### src/rtl/ro_freq_meter_if.sv
// rtl/ro_freq_meter_if.sv - request/result bundle between a measurement requester and ro_freq_meter
interface ro_freq_meter_if #(
    parameter int CNT_WIDTH  = 24,
    parameter int GATE_WIDTH = 24
) ();
    logic                  start;
    logic [3:0]            sel_i;
    logic [GATE_WIDTH-1:0] gate_cycles;
    logic [3:0]            sel_o;
    logic                  busy;
    logic                  done;
    logic [CNT_WIDTH-1:0]  count;
    logic                  overflow;

    modport master (
        output start, sel_i, gate_cycles,
        input  sel_o, busy, done, count, overflow
    );

    modport slave (
        input  start, sel_i, gate_cycles,
        output sel_o, busy, done, count, overflow
    );
endinterface

### src/rtl/ro_freq_meter.sv
// rtl/ro_freq_meter.sv - ring-oscillator frequency meter: select, settle, gate-window edge count
module ro_freq_meter #(
    parameter int CNT_WIDTH     = 24,
    parameter int GATE_WIDTH    = 24,
    parameter int SETTLE_CYCLES = 16,
    parameter int SYNC_STAGES   = 2
) (
    input  logic              wb_clk_i,
    input  logic              wb_rst_i,
    input  logic              ro_in,
    ro_freq_meter_if.slave    bus
);
    localparam int SW = (SETTLE_CYCLES > 1) ? $clog2(SETTLE_CYCLES) : 1;
    localparam logic [SW-1:0] SETTLE_LOAD = SW'(SETTLE_CYCLES - 1);

    typedef enum logic [1:0] {S_IDLE, S_SETTLE, S_MEASURE, S_DONE} state_e;

    state_e                  state_q, state_d;
    logic [SYNC_STAGES-1:0]  sync_q, sync_d;
    logic                    prev_q, prev_d;
    logic                    edge_q, edge_d;
    logic [3:0]              sel_q, sel_d;
    logic [GATE_WIDTH-1:0]   gate_q, gate_d;
    logic [GATE_WIDTH-1:0]   gcnt_q, gcnt_d;
    logic [SW-1:0]           settle_q, settle_d;
    logic [CNT_WIDTH-1:0]    cnt_q, cnt_d;
    logic                    ovf_q, ovf_d;
    logic                    busy_q, busy_d;
    logic                    done_q, done_d;
    logic [CNT_WIDTH-1:0]    count_q, count_d;
    logic                    overflow_q, overflow_d;

    always_comb begin
        sync_d     = {sync_q[SYNC_STAGES-2:0], ro_in};
        prev_d     = sync_q[SYNC_STAGES-1];
        edge_d     = sync_q[SYNC_STAGES-1] & ~prev_q;
        state_d    = state_q;
        sel_d      = sel_q;
        gate_d     = gate_q;
        gcnt_d     = gcnt_q;
        settle_d   = settle_q;
        cnt_d      = cnt_q;
        ovf_d      = ovf_q;
        busy_d     = busy_q;
        done_d     = 1'b0;
        count_d    = count_q;
        overflow_d = overflow_q;

        case (state_q)
            S_IDLE: begin
                if (bus.start) begin
                    sel_d    = bus.sel_i;
                    gate_d   = bus.gate_cycles;
                    cnt_d    = '0;
                    ovf_d    = 1'b0;
                    settle_d = SETTLE_LOAD;
                    busy_d   = 1'b1;
                    state_d  = S_SETTLE;
                end
            end
            S_SETTLE: begin
                if (settle_q == '0) begin
                    if (gate_q == '0) begin
                        busy_d     = 1'b0;
                        done_d     = 1'b1;
                        count_d    = cnt_q;
                        overflow_d = ovf_q;
                        state_d    = S_DONE;
                    end else begin
                        gcnt_d  = gate_q - GATE_WIDTH'(1);
                        state_d = S_MEASURE;
                    end
                end else begin
                    settle_d = settle_q - SW'(1);
                end
            end
            S_MEASURE: begin
                // Saturate rather than wrap so a fast oscillator reads as full-scale.
                if (edge_q) begin
                    if (cnt_q == '1) ovf_d = 1'b1;
                    else             cnt_d = cnt_q + CNT_WIDTH'(1);
                end
                if (gcnt_q == '0) begin
                    busy_d     = 1'b0;
                    done_d     = 1'b1;
                    count_d    = cnt_d;
                    overflow_d = ovf_d;
                    state_d    = S_DONE;
                end else begin
                    gcnt_d = gcnt_q - GATE_WIDTH'(1);
                end
            end
            S_DONE: begin
                state_d = S_IDLE;
            end
            default: begin
                state_d = S_IDLE;
            end
        endcase
    end

    always_ff @(posedge wb_clk_i) begin
        if (wb_rst_i) begin
            state_q    <= S_IDLE;
            sync_q     <= '0;
            prev_q     <= 1'b0;
            edge_q     <= 1'b0;
            sel_q      <= '0;
            gate_q     <= '0;
            gcnt_q     <= '0;
            settle_q   <= '0;
            cnt_q      <= '0;
            ovf_q      <= 1'b0;
            busy_q     <= 1'b0;
            done_q     <= 1'b0;
            count_q    <= '0;
            overflow_q <= 1'b0;
        end else begin
            state_q    <= state_d;
            sync_q     <= sync_d;
            prev_q     <= prev_d;
            edge_q     <= edge_d;
            sel_q      <= sel_d;
            gate_q     <= gate_d;
            gcnt_q     <= gcnt_d;
            settle_q   <= settle_d;
            cnt_q      <= cnt_d;
            ovf_q      <= ovf_d;
            busy_q     <= busy_d;
            done_q     <= done_d;
            count_q    <= count_d;
            overflow_q <= overflow_d;
        end
    end

    assign bus.sel_o    = sel_q;
    assign bus.busy     = busy_q;
    assign bus.done     = done_q;
    assign bus.count    = count_q;
    assign bus.overflow = overflow_q;
endmodule
### src/flat_wrapper.sv
// flat-port wrapper written by rule: the top's interface ports become plain ports
module ro_freq_meter_flat 
#(
    parameter int CNT_WIDTH     = 24,
    parameter int GATE_WIDTH    = 24,
    parameter int SETTLE_CYCLES = 16,
    parameter int SYNC_STAGES   = 2
)
  (wb_clk_i, wb_rst_i, ro_in, bus_start, bus_sel_i, bus_gate_cycles, bus_sel_o, bus_busy, bus_done, bus_count, bus_overflow);
  ro_freq_meter_if #(.CNT_WIDTH(CNT_WIDTH), .GATE_WIDTH(GATE_WIDTH)) bus_i ();
  input  logic wb_clk_i;
  input  logic wb_rst_i;
  input  logic ro_in;
  input wire logic [$bits(bus_i.start)-1:0] bus_start;
  input wire logic [$bits(bus_i.sel_i)-1:0] bus_sel_i;
  input wire logic [$bits(bus_i.gate_cycles)-1:0] bus_gate_cycles;
  output wire logic [$bits(bus_i.sel_o)-1:0] bus_sel_o;
  output wire logic [$bits(bus_i.busy)-1:0] bus_busy;
  output wire logic [$bits(bus_i.done)-1:0] bus_done;
  output wire logic [$bits(bus_i.count)-1:0] bus_count;
  output wire logic [$bits(bus_i.overflow)-1:0] bus_overflow;
  assign bus_i.start = bus_start;
  assign bus_i.sel_i = bus_sel_i;
  assign bus_i.gate_cycles = bus_gate_cycles;
  assign bus_sel_o = bus_i.sel_o;
  assign bus_busy = bus_i.busy;
  assign bus_done = bus_i.done;
  assign bus_count = bus_i.count;
  assign bus_overflow = bus_i.overflow;
  ro_freq_meter #(.CNT_WIDTH(CNT_WIDTH), .GATE_WIDTH(GATE_WIDTH), .SETTLE_CYCLES(SETTLE_CYCLES), .SYNC_STAGES(SYNC_STAGES)) u_core (.wb_clk_i(wb_clk_i), .wb_rst_i(wb_rst_i), .ro_in(ro_in), .bus(bus_i));
endmodule
### config.mk
export PLATFORM = sky130hd
export DESIGN_NAME = ro_freq_meter_flat
export DESIGN_NICKNAME = d
export VERILOG_FILES = /design/src/rtl/ro_freq_meter_if.sv /design/src/rtl/ro_freq_meter.sv /design/src/flat_wrapper.sv
export SDC_FILE = /design/constraint.sdc
export NUM_CORES = 1
export LEC_CHECK = 0
export BUFFER_PORTS_ARGS = -buffer_cell sky130_fd_sc_hd__buf_2
export CORE_MARGIN = 5
export CORE_UTILIZATION = 59
export CTS_CLUSTER_SIZE = 25
export DETAILED_ROUTE_END_ITERATION = 10
export HOLD_SLACK_MARGIN = 0.06
export PLACE_DENSITY = 0.8
export SLEW_MARGIN = 10
export SYNTH_ARGS = -nofsm -noshare
export SYNTH_HDL_FRONTEND = slang
export SYNTH_SLANG_ARGS = --single-unit
### constraint.sdc
create_clock -name wb_clk_i -period 5.5 [get_ports wb_clk_i]
set_input_delay 0.275 -clock wb_clk_i [delete_from_list [all_inputs] [get_ports wb_clk_i]]
set_output_delay 0.275 -clock wb_clk_i [all_outputs]
set_load 0.01 [all_outputs]
==> results.json, run 1 <==
{
  "outcome": "complete, no violations",
  "port_buffers": 62,
  "grtUsageMet2_pct": 51.2,
  "synth.area.top_cells": "dfxtp_1 37%, nand2_1 7.9%, a21oi_1 6.9%, nor2_1 4.4%, o21ai_0 3.2%",
  "top_usage_layer": "met2",
  "cts_post_setup_buffers_inserted": 0,
  "hold_class": "input pin to register",
  "drc": 0,
  "crit_arrival_ns": 4.22,
  "synth-async-reset-ratio_pct": 0,
  "num_vias": 6598,
  "maximum_number_of_pins_on_one_net_before_global_route_repair": 54,
  "report.final.setup_viol": 0,
  "timing.setup.tns_ns": 0,
  "flow.area_growth_from_synthesis_pct": 21.0,
  "drt_first_pass_iters": 6,
  "die_y_um": 112,
  "via_per_inst": 6.42,
  "power_report.internal_total_w": 0.00245,
  "drt_first_iter_violations": 663,
  "postCtsHoldBufs": 29,
  "grt_setup_unrepaired": "no",
  "grt_use_met3_pct": 6.63,
  "die_area_sq_um": 12600,
  "cts_max_path_buffers": 2,
  "p_leak_nw": 2.68,
  "finish.net_count": 916,
  "netSwitchingPower_w": 0.00164,
  "synth_top_area_share_pct": 37.0,
  "max_slew.worst_pin.slew_ns": 1.09,
  "timing.critical_path.cells": "inv_1 -> ha_2 -> mux2i_1 -> ha_1 -> or4b_4 -> a21o_1 -> or3_4 -> or4_1 -> or4_1 -> a31oi_1",
  "category_of_the_worst_setup_path_launch_point": "register",
  "seq_power_share_pct": 29.0,
  "yosys_warnings": 0,
  "layout_cell_share_with_drive_strength_beyond_1_pct": 12.8,
  "global_route_wire_length_before_repair_um": 30500,
  "route.antenna.remaining_nets": 0,
  "cts_tree": "built",
  "postSynthAreaPerCell_sq_um": 7.57,
  "gr-total-overflow": 0,
  "initial_core_util_pct": 60.1,
  "clk_pin_slew_worst_paths_ns": 0.06,
  "clk_latency_ns": 0.53,
  "cts_max_level": 4,
  "synth_nets": 853,
  "cp.required_ns": 5.96,
  "cpMaxStageDelayCell": "or4b_4",
  "clock-root-buffer": "clkbuf_8",
  "core.rowCount": 37,
  "synthFlopType": "dfxtp_1",
  "pwr-share-clk_pct": 30.8,
  "final.setup_skew_ns": 0.00952,
  "maximum_vdd_ir_drop_v": 0.000317,
  "gpl.final_weighted_congestion": 0.950,
  "share_of_the_cycle_needed_by_the_critical_path_after_routing_pct": 68.5,
  "least_setup_slack_across_all_paths_after_layout_ns": 1.73,
  "hold_viol_final": 0,
  "power.density_nw_per_um2": 547,
  "cts.repair.resized": 0,
  "via_count_of_the_first_global_routing_pass": 6447,
  "max_freq_ghz": 0.265,
  "dieWidth_um": 112,
  "netSwitchingFraction_pct": 40.1,
  "netlist_instances": 815,
  "dpl_worst_slack_ns": 1.77,
  "crit_family": "simple AND/OR/NAND/NOR gates",
  "grt.met1_usage_pct": 33.2,
  "worst_path_class_setup": "register to register",
  "finalCriticalPeriod_ns": 3.77,
  "clock-sinks": 114,
  "tritoncts.num_buffers": 17,
  "all_layer_global_routing_usage_pct": 29.3,
  "dp_hpwl_um": 12000,
  "grt_antenna_before_repair": 0,
  "number_of_enable_flip_flop_cells_after_synthesis": 0,
  "cpMostUsedCell": "or4_1",
  "max_cap_viol_count": 0,
  "cp_slowest_stage_delay_ns": 0.51,
  "mappedNetlistArea_sq_um": 6170,
  "combinationalPowerShare_pct": 40.3,
  "core_sq_um": 10300,
  "num_io_pins": 63,
  "insertedDiodeCount": 0,
  "ys_seq_area_share_pct": 37.0,
  "worst-path-buf-inv": 1,
  "reg2reg_setup_slack_ns": 1.73,
  "ys_types": 59,
  "cp_max_fo": 22,
  "crit_path_end_kind": "register",
  "finalMaxSlewViolations": 0,
  "postSynthRegisterBits": 114,
  "drt-total-wl_um": 18400,
  "n_fill_cell": 814,
  "relative_slew_slack_pct": 26.7,
  "post-synth-top-area-cell": "dfxtp_1",
  "routed_wire_length_per_instance_um": 18.0
}
-- through the flow --
step	total power [W]	instances	hold WS [ns]	cell area, sq um	util, %
2_1_floorplan	0.00235	815	0.367	6170	-
3_3_place_gp	0.00271	966	0.385	6500	63.3
3_5_place_dp	0.00277	966	0.387	6500	63.3
4_1_cts	0.00406	1027	0.297	7470	72.6
5_1_grt	0.00432	1027	0.329	7470	72.6
6_report	0.00409	1027	0.316	7470	72.6
-- power by group through the flow --
stage	clock network, W	logic [W]	registers (W)
finish	0.00126	0.00165	0.00118
global route	0.00131	0.00181	0.00120
CTS	0.00127	0.00162	0.00118
detailed placement	0	0.00159	0.00119
global placement	0	0.00153	0.00118
floorplan	0	0.00117	0.00117
-- area by class of cell --
cell class	count	area [sq um]	share of cell area, %
clock inverter	13	231	3.10
sequential	114	2280	30.6
tap	136	170	2.28
timing repair buffer	102	683	9.15
clock buffer	19	442	5.92
multi-input combinational	631	3610	48.4
inverter	12	45.0	0.603
-- cells in the mapped netlist, types with 5 or more instances --
cell	n
inv_1	11
xnor2_1	16
mux2i_1	8
ha_1	6
nand2_1	130
clkbuf_1	43
nor3_1	31
or4_1	9
buf_2	6
o22ai_1	8
nor4b_1	5
o21ai_0	39
a21o_1	6
and3_1	5
or3_1	20
nand4_1	10
a211oi_1	25
nand3_1	19
nor2_1	73
a31oi_1	16
a21oi_1	85
o31ai_1	10
dfxtp_1	114
xor2_1	17
buf_1	7
o311ai_0	9
nor4_1	17
-- cell usage in the layout (no fill, tap or decap), drive strengths merged, types with 5 or more instances in the layout --
cell         synthesis  final
a21o                 6      6
inv                 11     11
nand3               19     19
dlygate4sd3          0     29
clkbuf              43     19
nand4               10     10
nor4                17     17
xor2                17     17
clkinvlp             0      5
a31oi               16     16
nor4b                5      5
o31ai               10     10
dfxtp              114    114
buf                 15     73
o21ai               41     41
xnor2               16     16
o311ai               9      9
o22ai                8      8
or3                 21     21
a21oi               85     85
and3                 5      5
ha                   6      6
bufinv               0      6
nand2              130    130
a211oi              25     25
or4                  9      9
nor2                73     73
nor3                31     31
mux2i                8      8
-- worst paths after layout --
path	startpoint	end	cells after the start
hold reg to reg	u_core.prev_q	u_core.edge_q	1
setup reg to reg	u_core.state_q[0]	u_core.gcnt_q[14]	10
setup / recovery	u_core.state_q[0]	u_core.gcnt_q[14]	10
hold / removal	wb_rst_i	u_core.cnt_q[1]	3
-- state kept, by name, indices dropped and copies added (netlist names), 2 cells and up --
signal and count:
u_core.settle_q 4, u_core.state_q 2, u_core.gcnt_q 24, u_core.sync_q 2
u_core.cnt_q 24, u_core.bus.sel_o 4, u_core.bus.count 24, u_core.gate_q 24
-- metal layers --
metal | share of wire, % | vias up
li1 | - | 3111
met1 | 38 | 3051
met2 | 50 | 360
met3 | 7.7 | 76
met4 | 4.0 | 0
met5 | 0 | -
-- worst min-delay path: stages --
cell and delay, ns:
buf_2 0.10, buf_4 0.27, nor2_1 0.14
-- cells by family (layout without fill, tap and decap cells) --
group / after synthesis / count (layout) / synth area share, %
flip-flops: 114 / 114 / 37.0
multiplexers: 9 / 9 / 1.48
AND/OR/NAND/NOR: 343 / 343 / 26.5
buffers and inverters: 70 / 146 / 4.62
adder cells (fa/ha/maj): 6 / 6 / 1.22
XOR/XNOR: 33 / 33 / 4.68
AO/OA/AOI/OAI: 240 / 240 / 24.5
Note: power is estimated with default switching activity, not from simulation.
==> run 2, diff against run 1 <==
- clock period: 5.5 -> 3.73 ns (I/O delays scaled with it)
==> results.json, run 2 (synthesis results as in run 1) <==
{
  "dpl_worst_slack_ns": 0.302,
  "tritoncts.num_buffers": 17,
  "max_cap_viol_count": 0,
  "layout_cell_share_with_drive_strength_beyond_1_pct": 13.2,
  "cts_max_level": 4,
  "grt_setup_unrepaired": "no",
  "routed_wire_length_per_instance_um": 16.9,
  "dieWidth_um": 112,
  "timing.critical_path.cells": "inv_1 -> ha_2 -> mux2i_1 -> ha_2 -> or4b_4 -> a21o_1 -> or3_4 -> or4_1 -> or4_1 -> a31oi_1",
  "clk_latency_ns": 0.52,
  "max_slew.worst_pin.slew_ns": 1.22,
  "clock-root-buffer": "clkbuf_8",
  "insertedDiodeCount": 0,
  "cts_max_path_buffers": 2,
  "drt_first_pass_iters": 7,
  "power.density_nw_per_um2": 771,
  "all_layer_global_routing_usage_pct": 27.8,
  "drt_first_iter_violations": 730,
  "initial_core_util_pct": 60.1,
  "maximum_vdd_ir_drop_v": 0.000421,
  "cts_post_setup_buffers_inserted": 0,
  "finalMaxSlewViolations": 0,
  "worst_path_class_setup": "register to register",
  "least_setup_slack_across_all_paths_after_layout_ns": 0.263,
  "hold_class": "input pin to register",
  "drt-total-wl_um": 17400,
  "route.antenna.remaining_nets": 0,
  "clock-sinks": 114,
  "max_freq_ghz": 0.288,
  "category_of_the_worst_setup_path_launch_point": "register",
  "crit_path_end_kind": "register",
  "report.final.setup_viol": 0,
  "drc": 0,
  "hold_viol_final": 0,
  "gr-total-overflow": 0,
  "post-route-util_pct": 72.0,
  "cp.required_ns": 4.16,
  "die_y_um": 112,
  "cp_max_fo": 10,
  "relative_slew_slack_pct": 18.5,
  "via_per_inst": 6.32,
  "dp_hpwl_um": 11100,
  "most-common-layout-cells": "130 x nand2_1, 114 x dfxtp_1, 85 x a21oi_1",
  "cpMaxStageDelayCell": "or4b_4",
  "crit_family": "simple AND/OR/NAND/NOR gates",
  "flow.area_growth_from_synthesis_pct": 19.9,
  "n_fill_cell": 824,
  "p_leak_nw": 2.66,
  "crit_arrival_ns": 3.90,
  "num_io_pins": 63,
  "worst-path-buf-inv": 1,
  "die_area_sq_um": 12600,
  "clk_pin_slew_worst_paths_ns": 0.06,
  "core.rowCount": 37,
  "cts_tree": "built",
  "maximum_number_of_pins_on_one_net_before_global_route_repair": 101,
  "num_vias": 6527,
  "via_count_of_the_first_global_routing_pass": 6096,
  "global_route_wire_length_before_repair_um": 29400,
  "final.setup_skew_ns": 0.00726,
  "cp.depth": 10,
  "outcome": "complete, no violations",
  "gpl.final_weighted_congestion": 0.901,
  "grt_antenna_before_repair": 0,
  "hold_path_depth": 5,
  "cp_slowest_stage_delay_ns": 0.50,
  "core_sq_um": 10300,
  "port_buffers": 62,
  "mostFrequentLayoutCell": "nand2_1",
  "finish.net_count": 922,
  "hold_slack_ns": 0.271,
  "share_of_the_cycle_needed_by_the_critical_path_after_routing_pct": 92.9,
  "finalCriticalPeriod_ns": 3.47,
  "timing.setup.tns_ns": 0,
  "reg2regPathDepth": 10
}
[run 2: layout make-up]
cell class              count  area, sq um  share of cell area [%]
flip-flops and latches    114         2280                    30.8
well taps                 136          170                    2.30
clock buffers              21          449                    6.07
multi-input cells         631         3610                    48.9
repair buffers            108          728                    9.84
clock inverters            10          110                    1.49
inverters                  12         45.0                   0.609
[run 2: routing by layer]
layer | vias up | global-route usage [%] | wire, um
met5 | - | 0 | 0
met4 | 0 | 9.05 | 334
met3 | 50 | 5.61 | 1610
met2 | 326 | 42.3 | 7650
met1 | 3020 | 39.5 | 7840
li1 | 3131 | - | -
[run 2: what timing repair did]
action / in CTS / in global routing
gates resized for setup: 0 / 0
hold endpoints to repair: 29 / 0
hold buffers: 29 / 0
[run 2: worst min-delay path: stages]
cell	delay, ns
buf_2	0.11
nand2_1	0.07
o21ai_0	0.11
buf_4	0.17
a311oi_1	0.09
[run 2: through the flow]
step | total power [W] | cell area (sq um) | instances
final | 0.00571 | 7400 | 1032
after global routing | 0.00607 | 7400 | 1032
after CTS | 0.00564 | 7390 | 1032
after detailed placement | 0.00407 | 6550 | 972
after global placement | 0.00399 | 6550 | 972
after floorplan | 0.00349 | 6210 | 815
[run 2: worst paths after layout]
kind                  endpoint  slack (ns)               from
max          u_core.gcnt_q[14]        0.26  u_core.state_q[0]
min           u_core.cnt_q[16]        0.27          bus_start
max reg2reg  u_core.gcnt_q[14]        0.26  u_core.state_q[0]
min reg2reg      u_core.edge_q        0.38      u_core.prev_q
[run 2: power breakdown]
group / internal (W) / switching, W / total, W / leakage, nW
clock network: 0.000975 / 0.000558 / 0.00153 / 0.266
logic: 0.000888 / 0.00154 / 0.00243 / 1.47
registers: 0.00149 / 0.000255 / 0.00174 / 0.929
total: 0.00335 / 0.00235 / 0.00571 / 2.66
==> run 3, diff against run 2 <==
- CORE_UTILIZATION: 59 -> 55
- PLACE_DENSITY: 0.8 -> 0.75
==> results.json, run 3 (synthesis results as in run 1) <==
{
  "outcome": "complete, no violations",
  "post-route-util_pct": 67.8,
  "finalCriticalPeriod_ns": 3.50,
  "drt_first_iter_violations": 638,
  "cts_post_setup_buffers_inserted": 0,
  "drt-total-wl_um": 17700,
  "drt_first_pass_iters": 5,
  "cp_slowest_stage_delay_ns": 0.50,
  "cp-endpoint": "u_core.gcnt_q[14]",
  "via_per_inst": 6.29,
  "crit_family": "simple AND/OR/NAND/NOR gates",
  "hold_slack_ns": 0.368,
  "die_area_sq_um": 13400,
  "post_layout_total_power_w": 0.00569,
  "route.antenna.remaining_nets": 0,
  "maximum_vdd_ir_drop_v": 0.000449,
  "maximum_number_of_pins_on_one_net_before_global_route_repair": 56,
  "most-common-layout-cells": "130 x nand2_1, 114 x dfxtp_1, 85 x a21oi_1",
  "gpl.final_weighted_congestion": 0.945,
  "port_buffers": 62,
  "reg2regPathDepth": 10,
  "worst_path_class_setup": "register to register",
  "cts.repair.resized": 0,
  "p_leak_nw": 2.68,
  "core.rowCount": 38,
  "clock-root-buffer": "clkbuf_16",
  "clk_pin_slew_worst_paths_ns": 0.05,
  "timing.critical_path.cells": "inv_1 -> ha_2 -> mux2i_1 -> ha_2 -> or4b_4 -> a21o_1 -> or3_4 -> or4_1 -> or4_1 -> a31oi_1",
  "crit_arrival_ns": 3.84,
  "cts_max_path_buffers": 2,
  "crit-reg2reg-launch": "u_core.state_q[0]",
  "flow.area_growth_from_synthesis_pct": 20.1,
  "worst-path-buf-inv": 1,
  "num_vias": 6538,
  "layout_cell_share_with_drive_strength_beyond_1_pct": 13.1,
  "category_of_the_worst_setup_path_launch_point": "register",
  "startpoint": "u_core.state_q[0]",
  "dp_hpwl_um": 11600,
  "cts_max_level": 4,
  "core_sq_um": 10900,
  "drc": 0,
  "crit_path_end_kind": "register",
  "cpMaxStageDelayCell": "or4b_4",
  "mostFrequentLayoutCell": "nand2_1",
  "global_route_wire_length_before_repair_um": 29400,
  "relative_slew_slack_pct": 16.5,
  "clk_latency_ns": 0.41,
  "all_layer_global_routing_usage_pct": 27.4,
  "n_fill_cell": 922,
  "worst_r2r_endpoint": "u_core.gcnt_q[14]",
  "cp_max_fo": 10,
  "final.setup_skew_ns": 0.00627,
  "max_slew.worst_pin.slew_ns": 1.25,
  "cp.depth": 10,
  "layout.cell_area.non_filler_sq_um": 7410,
  "via_count_of_the_first_global_routing_pass": 6089,
  "grt_setup_unrepaired": "no",
  "tritoncts.num_buffers": 17,
  "max_cap_viol_count": 0,
  "dieWidth_um": 116,
  "finalMaxSlewViolations": 0,
  "die_y_um": 116,
  "place_inst": 980,
  "hold_viol_final": 0,
  "max_freq_ghz": 0.286,
  "share_of_the_cycle_needed_by_the_critical_path_after_routing_pct": 93.7,
  "cp.required_ns": 4.07,
  "insertedDiodeCount": 0,
  "clock-sinks": 114,
  "gr-total-overflow": 0,
  "hold_class": "input pin to register",
  "cts_tree": "built",
  "grt_antenna_before_repair": 0,
  "min_from": "bus_start",
  "finish.net_count": 926,
  "initial_core_util_pct": 56.4,
  "routed_wire_length_per_instance_um": 17.0,
  "report.final.setup_viol": 0,
  "reg2reg_setup_slack_ns": 0.23,
  "dpl-instance-area_sq_um": 6580,
  "power.density_nw_per_um2": 768,
  "num_io_pins": 63,
  "fin_cells": 1040
}
==> run 3: power breakdown <==
part	switching (W)	internal [W]	total (W)
combinational	0.00157	0.000893	0.00246
sequential	0.000248	0.00149	0.00174
clock	0.000537	0.000957	0.00149
==> run 3: worst min path at each step <==
stage / to / slack [ns] / depth (start not counted)
6_report: u_core.cnt_q[9] / 0.37 / 5
3_5_place_dp: u_core.edge_q / 0.37 / 1
5_1_grt: u_core.bus.count[8] / 0.39 / 3
4_1_cts: u_core.cnt_q[9] / 0.34 / 5
3_3_place_gp: u_core.edge_q / 0.37 / 1
2_1_floorplan: u_core.sync_q[0] / 0.31 / 1
==> run 3: cell type report <==
type / count / area, sq um / share of cell area (%)
multi-input combinational: 631 / 3610 / 48.7
sequential: 114 / 2280 / 30.8
timing repair buffer: 112 / 758 / 10.2
clock buffer: 25 / 485 / 6.55
tap: 140 / 175 / 2.36
clock inverter: 6 / 55.1 / 0.743
inverter: 12 / 45.0 / 0.608
==> run 3: metal layers <==
metal  wire, um  vias to the layer above  global-route usage [%]  share of wire [%]
li1           -                     3136                       -                  -
met1       7620                     3030                    37.8                 43
met2       7920                      330                    42.2                 45
met3       1730                       42                    5.12                9.8
met4        399                        0                    11.5                2.3
met5          0                        -                       0                  0
==> run 3: repair_timing <==
| action | CTS | global route |
|---|---|---|
| setup endpoints to repair | 0 | 0 |
| hold buffers | 29 | 0 |
| endpoints found under the hold margin | 29 | 0 |
==> run 3: tightest hold or removal path, stage by stage <==
cell,delay (ns)
buf_2,0.11
nand2_1,0.07
o21ai_0,0.11
buf_4,0.16
a311oi_1,0.08
==> run 3: metrics by stage <==
| stage | setup TNS (ns) | setup WS [ns] |
|---|---|---|
| 6_report | 0 | 0.235 |
| 3_3_place_gp | 0 | 0.397 |
| 5_1_grt | 0 | 0.100 |
| 2_1_floorplan | -0.151 | -0.151 |
| 4_1_cts | 0 | 0.264 |
| 3_5_place_dp | 0 | 0.283 |
